<file path="src/rtl/stream_arb2.sv">
// Packet-granular round-robin arbiter: two upstream streams share one downstream stage.
// Optional watchdog abort on stalled packets is enabled by defining STREAM_ARB2_TIMEOUT_EN.
module stream_arb2 #(
    parameter int W    = 32,
    parameter int TO_W = 8
) (
    input  logic            clk,
    input  logic            rst_n,
    input  logic [W-1:0]    uc0_d0,
    input  logic [3:0]      uc0_mflags,
    output logic [1:0]      cu0_sflags,
    input  logic [W-1:0]    uc1_d0,
    input  logic [3:0]      uc1_mflags,
    output logic [1:0]      cu1_sflags,
    output logic [W-1:0]    cd_d0,
    output logic [3:0]      cd_mflags,
    input  logic [1:0]      dc_sflags,
    output logic [1:0]      gnt,
    input  logic [TO_W-1:0] to_max,
    input  logic            clr_err,
    output logic            err_orphan,
    output logic            err_to
);

    typedef enum logic [1:0] {
        IDLE  = 2'b00,
        LOCK0 = 2'b01,
        LOCK1 = 2'b10
    } state_t;

    state_t state_q, state_d;
    logic   ptr_q, ptr_d;
    logic   orphan_q, orphan_d;
    logic   orphanSet;
    logic   dcBsy, dcAbt;
    logic   req0, req1;
    logic   xfer;
    logic   toFire;
    logic   unusedAgain;

    assign dcBsy       = dc_sflags[0];
    assign dcAbt       = dc_sflags[1];
    assign req0        = uc0_mflags[0] & uc0_mflags[2];
    assign req1        = uc1_mflags[0] & uc1_mflags[2];
    assign unusedAgain = uc0_mflags[3] ^ uc1_mflags[3];

    // A beat moves on the granted port whenever it is valid and downstream is not busy
    always_comb begin
        xfer = 1'b0;
        case (state_q)
            LOCK0:   xfer = uc0_mflags[0] & ~dcBsy;
            LOCK1:   xfer = uc1_mflags[0] & ~dcBsy;
            default: xfer = 1'b0;
        endcase
    end

    always_comb begin
        state_d    = state_q;
        ptr_d      = ptr_q;
        orphanSet  = 1'b0;
        gnt        = 2'b00;
        cd_d0      = '0;
        cd_mflags  = {dcBsy, 3'b000};
        cu0_sflags = 2'b01;
        cu1_sflags = 2'b01;
        case (state_q)
            IDLE: begin
                // Non-first beats are swallowed so an orphaned tail cannot wedge its source
                if (uc0_mflags[0] && !uc0_mflags[2]) begin
                    cu0_sflags = 2'b00;
                    orphanSet  = 1'b1;
                end
                if (uc1_mflags[0] && !uc1_mflags[2]) begin
                    cu1_sflags = 2'b00;
                    orphanSet  = 1'b1;
                end
                if (req0 && req1) begin
                    state_d = ptr_q ? LOCK1 : LOCK0;
                end else if (req0) begin
                    state_d = LOCK0;
                end else if (req1) begin
                    state_d = LOCK1;
                end
            end
            LOCK0: begin
                gnt        = 2'b01;
                cd_d0      = uc0_d0;
                cd_mflags  = {dcBsy, uc0_mflags[2:0]};
                cu0_sflags = {dcAbt | toFire, dcBsy};
                if (dcAbt || toFire || (xfer && uc0_mflags[1])) begin
                    state_d = IDLE;
                    ptr_d   = 1'b1;
                end
            end
            LOCK1: begin
                gnt        = 2'b10;
                cd_d0      = uc1_d0;
                cd_mflags  = {dcBsy, uc1_mflags[2:0]};
                cu1_sflags = {dcAbt | toFire, dcBsy};
                if (dcAbt || toFire || (xfer && uc1_mflags[1])) begin
                    state_d = IDLE;
                    ptr_d   = 1'b0;
                end
            end
            default: begin
                state_d = IDLE;
            end
        endcase
    end

    assign orphan_d   = orphanSet | (orphan_q & ~clr_err);
    assign err_orphan = orphan_q;

    always_ff @(posedge clk or negedge rst_n) begin
        if (!rst_n) begin
            state_q  <= IDLE;
            ptr_q    <= 1'b0;
            orphan_q <= 1'b0;
        end else begin
            state_q  <= state_d;
            ptr_q    <= ptr_d;
            orphan_q <= orphan_d;
        end
    end

`ifdef STREAM_ARB2_TIMEOUT_EN
    logic [TO_W-1:0] toCnt_q, toCnt_d, toInc;
    logic            errTo_q, errTo_d;
    logic            locked;

    assign locked = (state_q != IDLE);

    // Saturating stall counter; fires on the cycle the incremented count reaches the limit
    always_comb begin
        toInc   = (&toCnt_q) ? toCnt_q : toCnt_q + TO_W'(1);
        toFire  = locked & ~xfer & (to_max != '0) & (toInc >= to_max);
        toCnt_d = (!locked || xfer || toFire) ? '0 : toInc;
        errTo_d = toFire | (errTo_q & ~clr_err);
    end

    always_ff @(posedge clk or negedge rst_n) begin
        if (!rst_n) begin
            toCnt_q <= '0;
            errTo_q <= 1'b0;
        end else begin
            toCnt_q <= toCnt_d;
            errTo_q <= errTo_d;
        end
    end

    assign err_to = errTo_q;
`else
    logic unusedToMax;

    assign toFire      = 1'b0;
    assign err_to      = 1'b0;
    assign unusedToMax = ^to_max;
`endif

endmodule

</file>
<file path="config.mk">
export PLATFORM = sky130hd
export DESIGN_NAME = stream_arb2
export DESIGN_NICKNAME = d
export VERILOG_FILES = /design/src/rtl/stream_arb2.sv
export SDC_FILE = /design/constraint.sdc
export NUM_CORES = 1
export LEC_CHECK = 0
export CORE_MARGIN = 10
export CORE_UTILIZATION = 22
export DETAILED_ROUTE_END_ITERATION = 6
export PLACE_DENSITY = 0.77
export SLEW_MARGIN = 5
export SYNTH_ARGS = -nofsm -noshare
export SYNTH_HDL_FRONTEND = slang
export SYNTH_SLANG_ARGS = --single-unit
</file>
<file path="constraint.sdc">
create_clock -name clk -period 1.7 [get_ports clk]
set_clock_uncertainty 0.1 [all_clocks]
set_input_delay 0.34 -clock clk [delete_from_list [all_inputs] [get_ports clk]]
set_output_delay 0.34 -clock clk [all_outputs]
set_load 0.01 [all_outputs]
</file>
* Word-level counts from Yosys, hierarchy flattened
Cells that the tools add are included.
** Operators by class
- Equality and inequality tests :: 5
- Multiplexer cells :: 21
- Bitwise operators :: 8
- Reductions and logical operators :: 13
** Operator list (count)
- 32-bit one-hot mux with 2 select lines :: 1
- 2-bit 2-to-1 mux :: 6
- 2-bit one-hot mux with 2 select lines :: 3
- 1-bit 2-to-1 mux :: 7
- 2-bit one-hot mux with 3 select lines :: 1
- 3-bit one-hot mux with 2 select lines :: 1
- 3-bit AND reduction :: 2
- 1-bit AND :: 5
- 1-bit logical AND :: 5
- 2-bit inequality test (second input constant) :: 2
- 4-bit inequality test (second input constant) :: 1
- 1-bit one-hot mux with 2 select lines :: 2
- 2-bit by 1-bit == test with 1-bit output (second input constant) :: 1
- 2-bit == test (second input constant) :: 1
- 1-bit logical NOT :: 2
- 2-bit logical NOT :: 1
- 1-bit logical OR :: 2
- 1-bit NOT :: 2
- 2-bit nonzero test :: 1
- 1-bit bitwise OR :: 1
** Word-level totals
- Flip-flop bits (word level) :: 4
- Bits of input ports :: 85
- Output and inout port bits :: 44
- Logic and storage cells :: 50

* Depth between registers and ports, before layout
- Depth after elaboration :: 7
- Gate-level depth with buffers :: 7
- Mapped depth without buffers :: 6

* Least setup slack after synthesis
OpenSTA, ideal clock, no wires.
- Kind :: flip-flop to output port
- Start :: register state_q[0]
- End :: output port cd_d0[0]
- Data arrival time :: 1.455 ns
- Data required time :: 1.260 ns
- Slack :: -0.195 ns
- Stages on the path, launching flop included :: 7
- Path buffers :: 2
- Cell sequence :: dfrtp_1 > inv_1 > ha_1 > buf_6 > clkbuf_1 > a22oi_1 > nor2b_1
** On the way
- Word-level cells in the longest chain between the ends :: 2
- Elaborated cells between the ends (all ways) :: 3
- Classes of those cells :: 2 x eq/ne; 1 x mux
** RTL lines
- start, declared :: RTL line 31 : state_t state_q, state_d;
- start signal, assigned :: RTL line 120 : state_q <= state_d;
- 2-bit == test or 2-bit by 1-bit == test with 1-bit output (tied branches) :: RTL line 66 : case (state_q)
- 32-bit one-hot mux with 2 select lines * :: RTL line 66
- end, declared :: RTL line 15 : output logic [W-1:0] cd_d0,
Mark *: on every way between the ends. The rest lies on a longest branch, timed or not.

* Worst setup path in the final report
- Start :: register state_q[0]
- End :: output port cd_d0[10]
The elaborated chain is that of the path after synthesis.

==> impl_metrics.yaml <==
yosys:
  yosysUniqueCellTypes: 22
  synth_area_um2: 927
  syn_inst: 127
  seq_area_frac_synth: 0.108
  syn_area_per_cell_um2: 7.30
  synth_seq_cells: 4
  syn_nets: 217
  ys_warn_count: 0
placed_design:
  place_congestion: 0.780
  portBuffers: 117
  dp.cells: 300
  hpwlAfterDp_mm: 4.37
cts:
  htreeDepth: 1
  insertion_delay_ns: 0.22
  numCtsBuffers: 3
  cts_root_buf: "clkbuf_8"
  hold_buffers: 0
  cts_tree: "yes"
  cts.clk_slew.worst_paths_ns: 0.03
  cts_sinks: 4
  clockBufferDepth: 2
power:
  ir_drop_uv: 824
  p_per_area_nw_per_um2: 1270
  leakagePower_nw: 0.985
global_route:
  grt_pass1_vias: 1517
  grt_pass1_wl_mm: 8.18
  track_usage: 0.136
  antenna_found_initial: 0
  grt_max_degree: 23
  overflow: 0
sta:
  final.setup.worst_slack_ns: -0.205
  period_share: 1.12
  finalCriticalPeriod_ns: 1.91
  setup_viol: 41
  timing.fmax_mhz: 525
  finalSetupTns_ns: -6.97
  report.final.slew_viol_count: 0
  finalHoldViolCount: 0
  holdWs_ns: 0.218
  rsz0062_at_grt: "yes"
routing:
  dr.pass1.iters: 4
  wl_met1_mm: 2.14
  routed-wl-met3_um: 337
  wl_per_cell_um: 17.9
  antenna_left: 0
  wl_met2_mm: 2.98
  vias: 1483
  vias_per_cell: 4.80
  highest_layer: "met4"
  drtIter0Drc: 31
  drt_wl_total_mm: 5.52
  drc: 0
floorplanning:
  num_rows: 23
  io_pins: 129
  initial_core_util: 0.230
  core_um2: 4030
  die_x_um: 84.9
  die_h_um: 84.9
  dieArea_um2: 7210
setup_path:
  worst_ep_required_time_ns: 1.26
  cp_max_fo: 21
  worstReg2RegEnd: "ptr_q"
  cp-end-kind: "primary output"
  max_stage_delay_ns: 0.41
  path_class: "reg -> out"
  rrSetupSlack_ns: -0.13
  rr_startpoint: "state_q[0]"
  slowest_stage: "dfrtp_1"
  r2r.worst_path.cells: 7
  endpoint: "cd_d0[10]"
  startpoint_type: "flip-flop"
  path_cells: "buf_6, ha_4, buf_12, a22oi_1, nor2b_1, buf_2"
  startpoint: "state_q[0]"
  worstPathArrival_ns: 1.47
run:
  maxCapViolCount: 0
finish:
  nFillCells: 373
  n_antenna_cell: 0
  area_growth_pct: 162
  final_common_cell: "clkdlybuf4s50_1"
  drive_gt1_frac: 0.432
  register_area_um2: 100
  final_nets: 351
  mostFrequentLayoutCells: "clkdlybuf4s50_1, buf_2, nor2b_1"
  post-route-util: 0.604
  instances_no_fill: 309
  multi_input_area_um2: 961
status:
  outcome: "finished with violations"
  violations: "negative setup slack"
min_path:
  hold_class: "in -> async"
[routing by layer]
layer,global-route usage,vias up
li1,-,724
met1,0.144,698
met2,0.258,55
met3,0.0325,6
met4,0.0374,0
met5,0,-
[final cells by class]
class | instances | area share
flip-flops and latches | 4 | 0.0412
repair buffers | 142 | 0.514
multi-input cells | 106 | 0.395
clock buffers | 3 | 0.0170
inverters | 4 | 0.00720
well taps | 50 | 0.0257
[cell usage after synthesis]
library cell  count  area share
a22oi_1          36        0.29
inv_1             4       0.016
nand2_1           1      0.0040
nand2b_1          2       0.013
dfrtp_1           4        0.11
a21oi_1           5       0.027
a41o_1            1       0.011
a211oi_2          2       0.027
nor2_1            3       0.012
buf_4             2       0.016
buf_6             1       0.012
nor2b_1          38        0.26
clkbuf_1          8       0.032
nand3_1           2       0.011
buf_2             2       0.011
mux2i_1           2       0.022
conb_1            1      0.0040
ha_1              5       0.067
mux2_4            1       0.016
and2_1            2       0.013
nand4_1           1      0.0068
o21ai_0           4       0.022
[registers in the layout (all words and copies together) (netlist names)]
name / flops
ptr_q: 1
state_q: 2
err_orphan: 1
[cells by family (layout without fill, tap and decap cells)]
family	count (synthesis)	in the layout	synth area share
AND/OR/NAND/NOR	49	49	0.317
AO/OA/AOI/OAI	48	48	0.378
buffers and inverters	17	149	0.0877
adder cells (fa/ha/maj)	5	5	0.0675
flip-flops	4	4	0.108
multiplexers	3	3	0.0378
other	1	1	0.00404
[metrics by stage]
stage	setup WS, ns	total power, mW	area (µm²)
finish	-0.205	3.10	2430
floorplan	-0.0252	1.45	968
global route	-0.279	3.32	2430
CTS	-0.193	2.96	2330
global placement	-0.386	2.82	2340
detailed placement	-0.419	2.85	2340
[critical path: cells and delay by family, from the launching register on]
kind / cells / cell delay, ns
buf+inv: 3 / 0.44
flops: 1 / 0.41
fa+ha+maj: 1 / 0.17
compound gates: 1 / 0.16
simple gates: 1 / 0.06
[where the power goes]
group	switching [mW]	internal, mW
Sequential	0.0254	0.132
Combinational	1.24	1.50
Clock	0.0478	0.151
Total	1.31	1.78
[what timing repair did]
action | in CTS | in global routing
gates resized for setup | 193 | 17
setup buffers | 2 | 4
pin swaps | 3 | 7
setup endpoints to repair | 45 | 43
[how the worst min path moves through the flow]
stage,start,end,slack [ns]
floorplan,rst_n,err_orphan,-0.06
global placement,err_orphan,err_orphan,0.43
detailed placement,err_orphan,err_orphan,0.44
CTS,rst_n,ptr_q,0.22
global route,rst_n,err_orphan,0.22
finish,rst_n,ptr_q,0.22
Power figures use the tool's default switching activity.
